[config.mk]
export PLATFORM = sky130hd
export DESIGN_NAME = ps2_key_state_tracker
export DESIGN_NICKNAME = d
export VERILOG_FILES = /design/src/rtl/ps2_key_state_tracker.sv
export SDC_FILE = /design/constraint.sdc
export NUM_CORES = 1
export LEC_CHECK = 0
export CAP_MARGIN = 20
export CORE_UTILIZATION = 54
export DETAILED_ROUTE_END_ITERATION = 16
export PLACE_DENSITY_LB_ADDON = 0.25
export SYNTH_ARGS = -nofsm -noshare
export SYNTH_HDL_FRONTEND = slang
export SYNTH_SLANG_ARGS = --single-unit
export TNS_END_PERCENT = 10
[constraint.sdc]
create_clock -name CLOCK_50 -period 5.1 [get_ports CLOCK_50]
set_input_delay 0.765 -clock CLOCK_50 [delete_from_list [all_inputs] [get_ports CLOCK_50]]
set_output_delay 0.765 -clock CLOCK_50 [all_outputs]
set_load 0.02 [all_outputs]
[src/rtl/ps2_key_state_tracker.sv]
// PS/2 scan-code stream to pressed-key bitmap with per-key make/break events.
// Optional macro PS2_TYPEMATIC_FILTER_EN suppresses repeated makes of a key already held.
module ps2_key_state_tracker #(
  parameter int                    NUM_KEYS       = 8,
  parameter logic [NUM_KEYS*8-1:0] KEY_CODES      = {8'h42, 8'h3B, 8'h33, 8'h34,
                                                     8'h2B, 8'h23, 8'h1B, 8'h1C},
  parameter logic [NUM_KEYS-1:0]   KEY_EXT        = '0,
  parameter int                    TIMEOUT_CYCLES = 50000,
  localparam int                   KW             = (NUM_KEYS > 1) ? $clog2(NUM_KEYS) : 1,
  localparam int                   CW             = $clog2(NUM_KEYS + 1)
) (
  input  logic                CLOCK_50,
  input  logic                resetn,
  input  logic [7:0]          rx_data,
  input  logic                rx_valid,
  input  logic                clear_all,
  output logic [NUM_KEYS-1:0] key_state,
  output logic                no_press,
  output logic [CW-1:0]       active_count,
  output logic                event_valid,
  output logic [KW-1:0]       event_key,
  output logic                event_make
);

  typedef enum logic [1:0] {S_IDLE, S_E0, S_F0, S_E0F0} state_t;

  state_t              r_state;
  logic [31:0]         r_tmr;

  state_t              w_state_nxt;
  logic                w_cand;
  logic                w_ext;
  logic                w_break;
  logic                w_hit;
  logic [KW-1:0]       w_idx;
  logic                w_do;
  logic                w_evt;
  logic [NUM_KEYS-1:0] w_next;
  logic [CW-1:0]       w_cnt;
  logic                w_tmo;

  assign w_tmo = (r_state != S_IDLE) && (r_tmr == 32'(TIMEOUT_CYCLES - 1));

  always_comb begin
    w_cand      = 1'b0;
    w_ext       = 1'b0;
    w_break     = 1'b0;
    w_state_nxt = r_state;
    if (clear_all) begin
      w_state_nxt = S_IDLE;
    end else if (rx_valid) begin
      case (r_state)
        S_IDLE: begin
          if (rx_data == 8'hE0)      w_state_nxt = S_E0;
          else if (rx_data == 8'hF0) w_state_nxt = S_F0;
          else                       w_cand      = 1'b1;
        end
        S_E0: begin
          if (rx_data == 8'hF0) begin
            w_state_nxt = S_E0F0;
          end else begin
            w_cand      = 1'b1;
            w_ext       = 1'b1;
            w_state_nxt = S_IDLE;
          end
        end
        S_F0: begin
          w_cand      = 1'b1;
          w_break     = 1'b1;
          w_state_nxt = S_IDLE;
        end
        default: begin
          w_cand      = 1'b1;
          w_ext       = 1'b1;
          w_break     = 1'b1;
          w_state_nxt = S_IDLE;
        end
      endcase
    end else if (w_tmo) begin
      w_state_nxt = S_IDLE;
    end
  end

  // Scan from the top so the lowest matching index is the one left standing.
  always_comb begin
    w_hit = 1'b0;
    w_idx = '0;
    for (int i = NUM_KEYS - 1; i >= 0; i--) begin
      if ((KEY_CODES[8*i +: 8] == rx_data) && (KEY_EXT[i] == w_ext)) begin
        w_hit = 1'b1;
        w_idx = KW'(i);
      end
    end
  end

  assign w_do = rx_valid && !clear_all && w_cand && w_hit;

  always_comb begin
    w_next = key_state;
    w_evt  = 1'b0;
    if (clear_all) begin
      w_next = '0;
    end else if (w_do) begin
      if (w_break) begin
        if (key_state[w_idx]) begin
          w_next[w_idx] = 1'b0;
          w_evt         = 1'b1;
        end
      end else begin
`ifdef PS2_TYPEMATIC_FILTER_EN
        w_evt = !key_state[w_idx];
`else
        w_evt = 1'b1;
`endif
        w_next[w_idx] = 1'b1;
      end
    end
  end

  always_comb begin
    w_cnt = '0;
    for (int i = 0; i < NUM_KEYS; i++) begin
      w_cnt = w_cnt + CW'(w_next[i]);
    end
  end

  always_ff @(posedge CLOCK_50 or negedge resetn) begin
    if (!resetn) begin
      r_state      <= S_IDLE;
      r_tmr        <= '0;
      key_state    <= '0;
      no_press     <= 1'b1;
      active_count <= '0;
      event_valid  <= 1'b0;
      event_key    <= '0;
      event_make   <= 1'b0;
    end else begin
      r_state      <= w_state_nxt;
      key_state    <= w_next;
      no_press     <= (w_next == '0);
      active_count <= w_cnt;
      event_valid  <= w_evt;
      if (w_evt) begin
        event_key  <= w_idx;
        event_make <= !w_break;
      end
      // Prefix watchdog only advances while a prefix is pending and the line is quiet.
      if (clear_all || rx_valid || (r_state == S_IDLE) || w_tmo) r_tmr <= '0;
      else                                                       r_tmr <= r_tmr + 32'd1;
    end
  end

endmodule

==> results of run 1 <==
==> worst paths after layout <==
check                           startpoint  depth (start not counted)         endpoint  slack, ns
worst min-delay path              r_tmr[0]                          1         r_tmr[0]       0.46
worst max register to register  r_state[0]                         16  active_count[1]       0.74
min in group asynchronous           resetn                          2         r_tmr[9]       0.56
worst min register to register    r_tmr[0]                          1         r_tmr[0]       0.46
max in group asynchronous           resetn                          2        r_tmr[18]       4.12
worst max-delay path             clear_all                         16  active_count[1]       0.32
==> Yosys cell counts (3+ instances only) <==
| master | instances | area [um^2] |
|---|---|---|
| mux2_2 | 3 | 33.78 |
| xnor2_1 | 12 | 105.1 |
| nor2b_1 | 3 | 18.77 |
| nand3_1 | 15 | 75.07 |
| nor3b_1 | 3 | 22.52 |
| nand2_1 | 16 | 60.06 |
| xor2_1 | 21 | 183.9 |
| dfrtp_1 | 51 | 1276 |
| a21oi_1 | 4 | 20.02 |
| or4b_2 | 3 | 30.03 |
| inv_1 | 19 | 71.32 |
| o21ai_0 | 7 | 35.03 |
| o211ai_1 | 4 | 30.03 |
| ha_1 | 5 | 62.56 |
| buf_6 | 3 | 33.78 |
| nor4_1 | 8 | 50.05 |
| fa_1 | 4 | 80.08 |
| nand4_1 | 6 | 37.54 |
| clkbuf_1 | 3 | 11.26 |
| nor2_1 | 43 | 161.4 |
| and2b_2 | 3 | 26.28 |
| nor3_1 | 5 | 25.02 |
| or4bb_1 | 3 | 33.78 |
| and3_1 | 8 | 50.05 |
==> power groups by stage <==
| stage | Combinational (mW) | Sequential (mW) | Clock [mW] |
|---|---|---|---|
| 2_1_floorplan | 0.0252 | 0.428 | 0 |
| 3_3_place_gp | 0.0659 | 0.425 | 0 |
| 3_5_place_dp | 0.0665 | 0.425 | 0 |
| 4_1_cts | 0.0678 | 0.417 | 0.244 |
| 5_1_grt | 0.0760 | 0.417 | 0.257 |
| 6_report | 0.0697 | 0.417 | 0.235 |
==> layout by cell type (no fill, tap or decap), types with 4 or more instances in the layout <==
master and n:
nand4_1 6, xnor2_1 12, clkdlybuf4s50_1 20, or4b_4 4, xor2_1 21, clkbuf_8 5, nor3_1 5, fa_1 4
nor2_1 43, dlymetal6s2s_1 8, ha_1 5, and3_1 8, nand3_1 15, nor4_1 8, buf_4 44, o21ai_0 6
o211ai_1 4, dfrtp_1 51, a21oi_1 4, nand2_1 16, inv_1 19
==> metal layers <==
| metal | global-route usage | vias up | share of wire |
|---|---|---|---|
| met1 | 0.3359 | 1257 | 0.47 |
| met5 | 0 | - | 0 |
| li1 | - | 1239 | - |
| met3 | 0.04118 | 9 | 0.045 |
| met4 | 0.07963 | 0 | 0.016 |
| met2 | 0.3858 | 69 | 0.46 |
==> kinds of logic after synthesis <==
| family | share of synthesized area |
|---|---|
| AOI/OAI and AO/OA | 0.1176 |
| xor gates and xnor gates | 0.09270 |
| adders and majority gates | 0.04575 |
| buffers and inverters | 0.04775 |
| DFF | 0.4177 |
| muxes | 0.01083 |
| and+or+nand+nor | 0.2677 |
==> layout make-up <==
type                            instances  area (um^2)
Clock inverter                          2        13.76
Inverter                               19        71.32
Fill cell                             426         1622
Clock buffer                            6        72.57
Tap cell                               72        90.09
Multi-Input combinational cell        229         1722
Timing Repair Buffer                   74        646.9
Sequential cell                        52         1303
==> flip-flops by register name (all words and copies together), names as in the netlist <==
name and count:
key_state 8, active_count 4, no_press 1, event_valid 1, r_tmr 32, event_make 1
r_state 2, event_key 3
==> repair_timing <==
item                       4_1_cts  5_1_grt
pin swaps                        3        5
setup endpoints to repair        2        2
cloned                           0        0
gates resized for setup          3       16
setup buffers                    1        1
hold buffers                     0        0
==> critical path: cells and delay by family <==
family | cells | cell delay (ns)
buf+inv | 5 | 0.80
simple gates | 2 | 0.77
fa+ha+maj | 5 | 1.92
compound gates | 4 | 0.72
==> results_dict.tcl, run 1 <==
set metrics [dict create \
    power.density_mw_per_mm2 184.0 \
    dieHeight_um 77.99 \
    mappedNetlistNets 330 \
    max_freq_ghz 0.2092 \
    routed_wl_mm 6.760 \
    synth_cell_type_count 71 \
    synth_warnings 0 \
    nets 402 \
    drc_errors 0 \
    gr-total-overflow 0 \
    outcome "finished clean" \
    number_of_nets_still_failing_antenna_checks_after_routing 0 \
    clkTransAtPathRegs_ns 0.09 \
    cts_tree "built" \
    clockBufferDepth 2 \
    final_period_util 0.9371 \
    power.static_leakage_nw 1.748 \
    insertedDiodeCount 0 \
    ios 30 \
    initialDrtViolationCount 155 \
    worstPathRequired_ns 5.31 \
    placed_cells_incl_taps 444 \
    wire_length_of_the_first_global_routing_pass_mm 11.51 \
    grt_util_all_layers 0.2421 \
    port-buffer-count 29 \
    critPathMaxStageDelay_ns 0.56 \
    placeableCoreArea_mm2 0.005540 \
    placement.cell_area_mm2 0.003742 \
    post_route_hold_slack_ns 0.4618 \
    cell_area_after_layout_mm2 0.003919 \
    worst_ir_drop_vdd_uv 156.6 \
    hold_viol 0 \
    die-width_um 77.99 \
    finish.cell_count_without_fillers 454 \
    worstSkewPairLatency_ns 0.30 \
    critPathCaptureType "flip-flop" \
    setup_slack_of_the_critical_path_after_layout_ns 0.3208 \
    combPwrFrac 0.097 \
    effective_utilization_at_floorplan 0.5628 \
    slew_violations 0 \
    rsz0062_at_grt "no" \
    drive_above_1_share 0.2382 \
    postSynthCellCount 309 \
    detailroute.via_count 2574 \
    drt-vias-per-instance 5.670 \
    number_of_levels_in_the_clock_h_tree 2 \
    globalplace.congestion 0.8652 \
    crit_path_top_delay_cell "clkdlybuf4s50_1" \
    timing.critical_path.fanout_max 5 \
    layout-area-overhead-vs-synth_pct 25.68 \
    critical_path.cell_chain "clkdlybuf4s50_1 -> and3b_2 -> or3_2 -> o2111a_1 -> o211ai_2 -> o21bai_4 -> a311o_1 -> fa_1 -> inv_1 -> fa_1 -> fa_1 -> inv_1 -> ha_1 -> inv_1 -> fa_1 -> inv_1" \
    final_core_util 0.7073 \
    design.die.area_mm2 0.006082 \
    cts_num_sinks 52 \
    min_period_ns 4.779 \
    p_sw_frac 0.2432 \
    grt_pass1_vias 2526 \
    worst-endpoint-arrival_ns 4.99 \
    tightest_slew_ns 0.6384 \
    root_buffer "clkbuf_8" \
    avgSynthCellArea_um2 10.09 \
    power_switching_mw 0.1753 \
    post-dp-hpwl_mm 4.876 \
    timing.setup.tns_ns 0 \
    p_total_mw 0.7211 \
    most_frequently_used_flop_master_after_synthesis "dfrtp_1" \
    drt-wirelength-per-cell_um 14.89 \
    asyncSetResetFlopFracSynth 1.000 \
    pin_count_of_the_biggest_net_entering_global_routing 53 \
    fin_worst_skew_ns 0.004730 \
    placement_rows 27 \
    synth.ff_latch_count 52 \
    criticalPathCategory "input pin to flip-flop" \
    ys_seq_area_frac 0.4177 \
    dr.pass1.iters 4 \
    synth-edff-count 0 \
    finalSetupViolations 0 \
    share_seq_of_total_power 0.578 \
    hold_path_class "flip-flop to flip-flop" \
    tritoncts_buffers 5 \
    worst_setup_path_start_kind "input pin" \
    p_clk_frac 0.326 \
    intPower_mw 0.5458 \
    syn-cell-area_mm2 0.003118 \
    maxCapViolCount 0 \
    max-slew-margin-rel 0.5744 \
    detailedPlace.worstSlack_ns -0.3651 \
    initial_antenna_violation_count 0 \
]
No activity file was read; power rests on OpenSTA's default activity.
==> run 2: changes to the inputs <==
--- a/config.mk
+++ b/config.mk
@@ -9,6 +9,7 @@
 export CORE_UTILIZATION = 54
 export DETAILED_ROUTE_END_ITERATION = 16
 export PLACE_DENSITY_LB_ADDON = 0.25
+export SLEW_MARGIN = 20
 export SYNTH_ARGS = -nofsm -noshare
 export SYNTH_HDL_FRONTEND = slang
 export SYNTH_SLANG_ARGS = --single-unit
==> results of run 2 <==
Final layout, timing and power as in run 1 (identical DEF).
